`config.mk`:
```
export PLATFORM = sky130hd
export DESIGN_NAME = pipelined_cla_adder
export DESIGN_NICKNAME = d
export VERILOG_FILES = /design/src/rtl/cla_pkg.sv /design/src/rtl/cla_group_pg.sv /design/src/rtl/pipelined_cla_adder.sv
export SDC_FILE = /design/constraint.sdc
export NUM_CORES = 1
export LEC_CHECK = 0
export BUFFER_PORTS_ARGS = -buffer_cell sky130_fd_sc_hd__buf_2
export CORE_ASPECT_RATIO = 1.4
export CORE_UTILIZATION = 35
export CTS_CLUSTER_DIAMETER = 40
export DETAILED_ROUTE_END_ITERATION = 12
export SKIP_LAST_GASP = 1
export SLEW_MARGIN = 15
export SYNTH_ARGS = -nofsm -noshare
export SYNTH_HDL_FRONTEND = slang
export SYNTH_SLANG_ARGS = --single-unit --ignore-timing --ignore-initial --compat-mode --unroll-limit 50000
```
`constraint.sdc`:
```
create_clock -name clk -period 3.3 [get_ports clk]
set_clock_uncertainty 0.15 [all_clocks]
set_input_delay 0.495 -clock clk [delete_from_list [all_inputs] [get_ports clk]]
set_output_delay 0.495 -clock clk [all_outputs]
set_load 0.01 [all_outputs]
```
`src/rtl/cla_pkg.sv`:
```
// Shared definitions for the pipelined carry-lookahead adder.
// Contents:
//   GROUP_W            - lookahead group width (the only supported group size)
//   MAX_PG_W           - widest generate/propagate vector the helpers accept
//   num_groups()       - number of lookahead groups for a given operand width
//   grp_prop()/grp_gen() - group propagate / group generate in flat
//                        sum-of-products form (no ripple through the group)
package cla_pkg;

    localparam int GROUP_W  = 4;
    localparam int MAX_PG_W = 64;

    function automatic int num_groups(input int width);
        return width / GROUP_W;
    endfunction

    // Group propagate: every bit of the group propagates.
    function automatic logic grp_prop(input logic [MAX_PG_W-1:0] p, input int n);
        logic r;
        r = 1'b1;
        for (int i = 0; i < MAX_PG_W; i++) begin
            if (i < n) r = r & p[i];
        end
        return r;
    endfunction

    // Group generate: OR over bit j of (g[j] & p[n-1:j+1]).
    function automatic logic grp_gen(input logic [MAX_PG_W-1:0] p,
                                     input logic [MAX_PG_W-1:0] g,
                                     input int n);
        logic r;
        logic term;
        r = 1'b0;
        for (int j = 0; j < MAX_PG_W; j++) begin
            term = g[j];
            for (int k = 0; k < MAX_PG_W; k++) begin
                if (k > j && k < n) term = term & p[k];
            end
            if (j < n) r = r | term;
        end
        return r;
    endfunction

endpackage

```
`src/rtl/cla_group_pg.sv`:
```
// One lookahead group.
// Ports:
//   p, g   - per-bit propagate / generate of the group (GROUP bits)
//   cin    - carry into bit 0 of the group
//   c      - carry into each bit of the group (c[0] == cin)
//   grp_p  - group propagate (independent of cin)
//   grp_g  - group generate  (independent of cin)
// Used both for the bit-level groups and for the group-of-groups level,
// where GROUP is the number of bit-level groups.
module cla_group_pg
    import cla_pkg::*;
#(
    parameter int GROUP = 4
) (
    input  logic [GROUP-1:0] p,
    input  logic [GROUP-1:0] g,
    input  logic             cin,
    output logic [GROUP-1:0] c,
    output logic             grp_p,
    output logic             grp_g
);

    logic [MAX_PG_W-1:0] p_ext;
    logic [MAX_PG_W-1:0] g_ext;
    logic                term;

    always_comb begin
        p_ext            = '0;
        g_ext            = '0;
        p_ext[GROUP-1:0] = p;
        g_ext[GROUP-1:0] = g;
    end

    // Kept separate from the carry logic so group P/G never depend on cin.
    assign grp_p = grp_prop(p_ext, GROUP);
    assign grp_g = grp_gen(p_ext, g_ext, GROUP);

    // Every carry is a flat OR of product terms: cin propagated through all
    // lower bits, or some lower bit generating and all bits above it propagating.
    always_comb begin
        c    = '0;
        term = 1'b0;
        for (int i = 0; i < GROUP; i++) begin
            term = cin;
            for (int k = 0; k < i; k++) term = term & p[k];
            c[i] = c[i] | term;
            for (int j = 0; j < i; j++) begin
                term = g[j];
                for (int k = j + 1; k < i; k++) term = term & p[k];
                c[i] = c[i] | term;
            end
        end
    end

endmodule

```
`src/rtl/pipelined_cla_adder.sv`:
```
// Two-stage pipelined carry-lookahead adder/subtractor with valid/ready
// handshakes on both sides.
// Ports:
//   clk, rst            - clock, asynchronous active-high reset
//   in_valid, in_ready  - operand handshake
//   a, b, c_in, sub     - operands; sub=1 computes a-b (c_in ignored)
//   out_valid, out_ready- result handshake
//   sum, c_out          - result and unsigned carry-out (sub: 1 = no borrow)
//   overflow, zero      - signed overflow, sum==0
module pipelined_cla_adder
    import cla_pkg::*;
#(
    parameter int WIDTH = 32,
    parameter int GROUP = 4
) (
    input  logic             clk,
    input  logic             rst,
    input  logic             in_valid,
    output logic             in_ready,
    input  logic [WIDTH-1:0] a,
    input  logic [WIDTH-1:0] b,
    input  logic             c_in,
    input  logic             sub,
    output logic             out_valid,
    input  logic             out_ready,
    output logic [WIDTH-1:0] sum,
    output logic             c_out,
    output logic             overflow,
    output logic             zero
);

    localparam int NUM_GROUPS = WIDTH / GROUP;

    if (GROUP != GROUP_W || (WIDTH % GROUP) != 0 || WIDTH < 4 ||
        num_groups(WIDTH) > MAX_PG_W) begin : g_bad_params
        $error("pipelined_cla_adder: illegal WIDTH=%0d / GROUP=%0d", WIDTH, GROUP);
    end

    // ---- stage 0: operand conditioning and two-level lookahead ----
    logic [WIDTH-1:0]      b_eff;
    logic                  cin_eff;
    logic [WIDTH-1:0]      p_bits;
    logic [WIDTH-1:0]      g_bits;
    logic [WIDTH-1:0]      c_bits;
    logic [NUM_GROUPS-1:0] gp;
    logic [NUM_GROUPS-1:0] gg;
    logic [NUM_GROUPS-1:0] gc;
    logic                  top_p;
    logic                  top_g;
    logic                  cout_bits;

    assign b_eff   = b ^ {WIDTH{sub}};
    assign cin_eff = sub | c_in;
    assign p_bits  = a ^ b_eff;
    assign g_bits  = a & b_eff;

    for (genvar k = 0; k < NUM_GROUPS; k++) begin : g_grp
        cla_group_pg #(.GROUP(GROUP)) u_grp (
            .p     (p_bits[k*GROUP +: GROUP]),
            .g     (g_bits[k*GROUP +: GROUP]),
            .cin   (gc[k]),
            .c     (c_bits[k*GROUP +: GROUP]),
            .grp_p (gp[k]),
            .grp_g (gg[k])
        );
    end

    cla_group_pg #(.GROUP(NUM_GROUPS)) u_top (
        .p     (gp),
        .g     (gg),
        .cin   (cin_eff),
        .c     (gc),
        .grp_p (top_p),
        .grp_g (top_g)
    );

    assign cout_bits = top_g | (top_p & cin_eff);

    // ---- handshake control ----
    logic vld_p1_q, vld_p1_d;
    logic vld_p2_q, vld_p2_d;
    logic s1_adv;
    logic in_hs;
    logic s1_move;

    assign s1_adv   = ~vld_p2_q | out_ready;
    assign in_ready = ~vld_p1_q | s1_adv;
    assign in_hs    = in_valid & in_ready;
    assign s1_move  = vld_p1_q & s1_adv;

    always_comb begin
        vld_p1_d = vld_p1_q;
        if (in_hs)       vld_p1_d = 1'b1;
        else if (s1_adv) vld_p1_d = 1'b0;

        vld_p2_d = vld_p2_q;
        if (s1_move)        vld_p2_d = 1'b1;
        else if (out_ready) vld_p2_d = 1'b0;
    end

    always_ff @(posedge clk or posedge rst) begin
        if (rst) begin
            vld_p1_q <= 1'b0;
            vld_p2_q <= 1'b0;
        end else begin
            vld_p1_q <= vld_p1_d;
            vld_p2_q <= vld_p2_d;
        end
    end

    // ---- stage 1 registers: propagate, carries, sign bits ----
    logic [WIDTH-1:0] p_p1_q, p_p1_d;
    logic [WIDTH-1:0] c_p1_q, c_p1_d;
    logic             cout_p1_q, cout_p1_d;
    logic             a_msb_p1_q, a_msb_p1_d;
    logic             b_msb_p1_q, b_msb_p1_d;

    always_comb begin
        p_p1_d     = p_p1_q;
        c_p1_d     = c_p1_q;
        cout_p1_d  = cout_p1_q;
        a_msb_p1_d = a_msb_p1_q;
        b_msb_p1_d = b_msb_p1_q;
        if (in_hs) begin
            p_p1_d     = p_bits;
            c_p1_d     = c_bits;
            cout_p1_d  = cout_bits;
            a_msb_p1_d = a[WIDTH-1];
            b_msb_p1_d = b_eff[WIDTH-1];
        end
    end

    always_ff @(posedge clk) begin
        p_p1_q     <= p_p1_d;
        c_p1_q     <= c_p1_d;
        cout_p1_q  <= cout_p1_d;
        a_msb_p1_q <= a_msb_p1_d;
        b_msb_p1_q <= b_msb_p1_d;
    end

    // ---- stage 2 registers: final sum and flags ----
    logic [WIDTH-1:0] sum_new;
    logic [WIDTH-1:0] sum_p2_q, sum_p2_d;
    logic             cout_p2_q, cout_p2_d;
    logic             ovf_p2_q, ovf_p2_d;
    logic             zero_p2_q, zero_p2_d;

    assign sum_new = p_p1_q ^ c_p1_q;

    always_comb begin
        sum_p2_d  = sum_p2_q;
        cout_p2_d = cout_p2_q;
        ovf_p2_d  = ovf_p2_q;
        zero_p2_d = zero_p2_q;
        if (s1_move) begin
            sum_p2_d  = sum_new;
            cout_p2_d = cout_p1_q;
            ovf_p2_d  = (a_msb_p1_q == b_msb_p1_q) & (sum_new[WIDTH-1] != a_msb_p1_q);
            zero_p2_d = ~|sum_new;
        end
    end

    always_ff @(posedge clk or posedge rst) begin
        if (rst) begin
            sum_p2_q  <= '0;
            cout_p2_q <= 1'b0;
            ovf_p2_q  <= 1'b0;
            zero_p2_q <= 1'b1;
        end else begin
            sum_p2_q  <= sum_p2_d;
            cout_p2_q <= cout_p2_d;
            ovf_p2_q  <= ovf_p2_d;
            zero_p2_q <= zero_p2_d;
        end
    end

    assign out_valid = vld_p2_q;
    assign sum       = sum_p2_q;
    assign c_out     = cout_p2_q;
    assign overflow  = ovf_p2_q;
    assign zero      = zero_p2_q;

endmodule

```
==> results of run 1 <==
[cell type report]
cell class                 instances  share of cell area
clock buffer                      10              0.0396
clock inverter                     6              0.0112
inverter                           1            0.000622
multi-input combinational        267               0.321
sequential                       104               0.487
tap                              182              0.0377
timing repair buffer             115               0.103
[critical path, stage by stage]
cell and delay, ps:
buf_2 250, buf_12 220, xor2_1 90, ha_1 320, nand2_1 100, or3_1 380
o311a_1 440, o31ai_4 340, nor3_2 100, o31ai_2 230
[report_power, final]
group	internal (mW)	switching, mW
Combinational	0.340	0.433
Sequential	1.63	0.0953
Clock	0.611	0.456
Total	2.58	0.985
[registers in the layout (all words and copies together), names as in the netlist]
register,flops
c_p1_q,32
p_p1_q,32
sum,32
a_msb_p1_q,1
b_msb_p1_q,1
c_out,1
cout_p1_q,1
out_valid,1
overflow,1
vld_p1_q,1
zero,1
[cell families after synthesis]
| family | count (synthesis) | synth area share |
|---|---|---|
| AO/OA/AOI/OAI | 90 | 0.118 |
| buffers and inverters | 12 | 0.00992 |
| flip-flops | 104 | 0.597 |
| XOR/XNOR | 64 | 0.114 |
| multiplexers | 1 | 0.00229 |
| AND/OR/NAND/NOR | 80 | 0.0773 |
| adder cells (fa/ha/maj) | 32 | 0.0814 |
[per-layer routing]
metal | global-route usage | routed length [µm] | vias to the layer above
met3 | 0.0177 | 317 | 11
met1 | 0.169 | 4060 | 1488
met5 | 0 | 0 | -
met2 | 0.259 | 5150 | 81
met4 | 0.0699 | 201 | 0
li1 | - | - | 1628
[stage by stage]
step	utilization	area (µm²)	hold slack (ps)	setup slack, ps	instances
floorplan	-	4920	305	27.9	383
global placement	0.422	5730	308	51.0	669
detailed placement	0.422	5730	316	-20.8	669
CTS	0.445	6040	118	331	685
global route	0.445	6040	169	175	685
finish	0.445	6040	104	370	685
[worst max path at each step]
stage / from / to / slack [ps] / cells past startpoint
after global placement: sub / cout_p1_q$_DFFE_PP_ / 50 / 10
after global routing: sub / cout_p1_q$_DFFE_PP_ / 170 / 10
after CTS: sub / cout_p1_q$_DFFE_PP_ / 330 / 10
after detailed placement: sub / cout_p1_q$_DFFE_PP_ / -20 / 10
final: sub / cout_p1_q$_DFFE_PP_ / 370 / 10
after floorplan: sub / c_p1_q[19]$_DFFE_PP_ / 30 / 12
[cells in the final DEF (no fill, tap or decap), types with 3 or more instances in the layout]
cell         n
a21oi_1     13
nand2b_1     4
nand2_1     41
nor2_1       6
buf_4        7
clkbuf_16    9
xor2_1      32
xnor2_1     32
a21o_1      22
edfxtp_1    67
nand4_1     10
o21ai_1      3
nand3_1      3
buf_2      106
dfrtp_1     36
o21ai_0     35
or2_2        3
ha_1        32
==> flow_summary.ini, run 1 <==
[worst_setup_path]
reg2reg_slack_ps = 1330
worstSetupPathType = in -> reg
crit_fanout = 17
required_ps = 3330
cp-end-kind = flop
r2r_cells = 3
arrival_ps = 2960
timing.rr.start = vld_p1_q$_DFFE_PP0P_
cp-start-kind = primary input
r2r-end = c_p1_q[19]$_DFFE_PP_

[yosys]
synthesis.area_um2 = 4920
synthCells = 383
avgSynthCellArea_um2 = 12.8
synth_top_area_frac = 0.409
synth-edff-count = 67
ys.flop_type = edfxtp_1
async_flop_share = 0.356
synth.area.top_cells = edfxtp_1 41%, dfrtp_1 18%, ha_1 8.1%
yosys-top-cells-count = 67 x edfxtp_1, 42 x nand2_1, 36 x dfrtp_1
synth_cell_types = 44
yosysTopAreaCell = edfxtp_1
syn_nets = 485
yosysMostFrequentCell = edfxtp_1
ys_warn_count = 0
synth_seq_cells = 104
yosysSeqAreaShare = 0.597

[finish]
syn_to_final_growth_pct = 22.7
diodes = 0
final.fill_count = 1302
drive_gt1_frac = 0.282
final-seq-area_um2 = 2940
multi_input_area_um2 = 1940
nets = 600

[sta]
tightestPinTransition_ps = 662
rsz0062_at_grt = false
fmax_ghz = 0.341
totalNegativeSetupSlack_ps = 0
setup_viol = 0
period_needed_ps = 2930
slew_headroom = 0.558
drv_slew = 0
finalHoldViolations = 0
finalCritPeriodShare = 0.888

[placement]
place.gp.congestion = 0.799
port_buffers = 106
dpl.hpwl_um = 7810

[power_and_ir_drop]
p_total_mw = 3.57
powerDensity_nw_per_um2 = 591
power.leakage_nw = 2.63
vdd_drop_max_v = 0.000267

[clock_tree]
ctsRootBufferMaster = clkbuf_16
cts.clk_slew.worst_paths_ps = 70
cts_buffer_depth = 2
cts_hold_buf = 0
postCtsSetupBuffers = 0
post_cts_resized = 0
numClockSinks = 104
htreeDepth = 3
numCtsBuffers = 9
clk_latency_ps = 340
cts_tree = yes

[detailed_routing]
ant_nets = 0
firstDrtPassIters = 5
vias = 3208
vias_per_cell = 4.68
routed_wl_um = 9730
wl_per_cell_um = 14.2
route.detailed.drc = 0
drtIter0Drc = 93

[grt]
grt_max_degree = 41
grt.overflow.total = 0
antenna_found_initial = 0
grtUsageTotal = 0.145
grt_pass1_wl_um = 15700
first_global_vias = 3280

[die]
dieArea_um2 = 14500
die_w_um = 102
core_um2 = 13600
rows = 50
start_util = 0.362
io_pins = 107
die_y_um = 142

[run_status]
status = complete, no violations

[min_path]
hp-class = in -> async

[job]
maxCapViolations = 0
Note: power is estimated with default switching activity, not from simulation.
==> run 2, diff against run 1 <==
--- a/config.mk
+++ b/config.mk
@@ -7,11 +7,11 @@
 export LEC_CHECK = 0
 export BUFFER_PORTS_ARGS = -buffer_cell sky130_fd_sc_hd__buf_2
 export CORE_ASPECT_RATIO = 1.4
-export CORE_UTILIZATION = 35
+export CORE_UTILIZATION = 30
 export CTS_CLUSTER_DIAMETER = 40
 export DETAILED_ROUTE_END_ITERATION = 12
 export SKIP_LAST_GASP = 1
-export SLEW_MARGIN = 15
+export SLEW_MARGIN = 40
 export SYNTH_ARGS = -nofsm -noshare
 export SYNTH_HDL_FRONTEND = slang
 export SYNTH_SLANG_ARGS = --single-unit --ignore-timing --ignore-initial --compat-mode --unroll-limit 50000
==> run 2 against run 1 <==
  * Die area is 16% higher
  * Final area is 0.52% higher
  * Combinational power is 2% higher
  * Clock power is 6% lower
  * Via count is 0.41% higher
  * Critical path type unchanged
  * Cell count is 3.4% higher
  * Largest cell class unchanged
  * Sequential cell count stayed put
  * Hold slack worse by 81 ps
==> flow_summary.ini, run 2 (synthesized netlist as in run 1, its figures left out) <==
[run_status]
status = complete, no violations

[die]
start_util = 0.306
dieArea_um2 = 16900
io_pins = 107
die_y_um = 154
core_um2 = 16100
rows = 55
die_w_um = 110

[detailed_routing]
ant_nets = 0
vias_per_cell = 4.55
firstDrtPassIters = 4
routed_wl_um = 10100
vias = 3221
drtIter0Drc = 144
wl_per_cell_um = 14.2
route.detailed.drc = 0

[min_path]
hp-class = in -> async

[power_and_ir_drop]
vdd_drop_max_v = 0.000240
power.leakage_nw = 2.65
powerDensity_nw_per_um2 = 582

[placement]
dpl.hpwl_um = 8240
dp_slack_ps = -52.0
post-place-cells = 692
place.gp.congestion = 0.774
port_buffers = 106

[clock_tree]
postCtsSetupBuffers = 0
clk_latency_ps = 340
htreeDepth = 3
cts_tree = yes
cts.clk_slew.worst_paths_ps = 70
cts_hold_buf = 0
numClockSinks = 104
ctsRootBufferMaster = clkbuf_16
cts_buffer_depth = 2
post_cts_resized = 0
numCtsBuffers = 9

[sta]
finalCritPeriodShare = 0.895
finalHoldViolations = 0
totalNegativeSetupSlack_ps = 0
period_needed_ps = 2950
drv_slew = 0
rsz0062_at_grt = false
tightestPinTransition_ps = 498
fin_ws_ps = 346
slew_headroom = 0.668
fmax_ghz = 0.339
setup_viol = 0
hold_slack_ps = 23.0

[finish]
diodes = 0
drive_gt1_frac = 0.295
nets = 606
layout_common_cells = 106 x buf_2, 67 x edfxtp_1, 41 x nand2_1
final_cells = 708
syn_to_final_growth_pct = 23.3
final_util = 0.377
final_common_cell = buf_2

[job]
maxCapViolations = 0

[grt]
grt_pass1_wl_um = 16600
grt.overflow.total = 0
grt_max_degree = 53
grtUsageTotal = 0.129
antenna_found_initial = 0
first_global_vias = 3380

[worst_setup_path]
required_ps = 3250
crit_fanout = 10
r2r-end = c_p1_q[4]$_DFFE_PP_
r2r_cells = 3
timing.rr.start = vld_p1_q$_DFFE_PP0P_
crit_start = sub
cp-end-kind = flop
reg2reg_slack_ps = 1340
arrival_ps = 2900
worstSetupPathType = in -> reg
cp-start-kind = primary input
## run 2: power breakdown
group / switching, mW / leakage [nW] / internal, mW
Clock: 0.472 / 0.146 / 0.543
Combinational: 0.440 / 1.41 / 0.348
Sequential: 0.0993 / 1.10 / 1.63
## run 2: metal layers
metal  wire [µm]  up-vias  global-route usage
li1            -     1639                   -
met1        4310     1503               0.156
met2        5090       67               0.220
met3         482       12              0.0297
met4         170        0              0.0470
met5           0        -                   0
## run 2: critical path, cell delays in order
cell	delay, ps
buf_2	270
buf_4	260
xor2_1	160
ha_1	260
a21oi_1	180
nor2_1	60
a211oi_1	170
buf_4	150
nor2b_1	120
o311a_1	280
nor2_1	120
a21o_1	220
a21o_1	170
## run 2: cell type report
type	instances	area, µm²
Clock buffer	10	239
Clock inverter	6	52.6
Fill cell	1608	10000
Inverter	1	3.75
Multi-Input combinational cell	267	1940
Sequential cell	104	2940
Tap cell	199	249
Timing Repair Buffer	121	643
## run 2: worst max path at each step
stage | to | slack (ps) | cells after the start
3_3_place_gp | cout_p1_q$_DFFE_PP_ | 20 | 10
5_1_grt | c_p1_q[26]$_DFFE_PP_ | 160 | 13
3_5_place_dp | cout_p1_q$_DFFE_PP_ | -50 | 10
4_1_cts | cout_p1_q$_DFFE_PP_ | 310 | 10
2_1_floorplan | c_p1_q[19]$_DFFE_PP_ | 30 | 12
6_report | c_p1_q[26]$_DFFE_PP_ | 350 | 13
## run 2: through the flow
step	power [mW]	area (µm²)
after floorplan	2.23	4920
after global placement	2.54	5770
after detailed placement	2.56	5770
after CTS	3.58	6060
after global routing	3.74	6070
final	3.53	6070
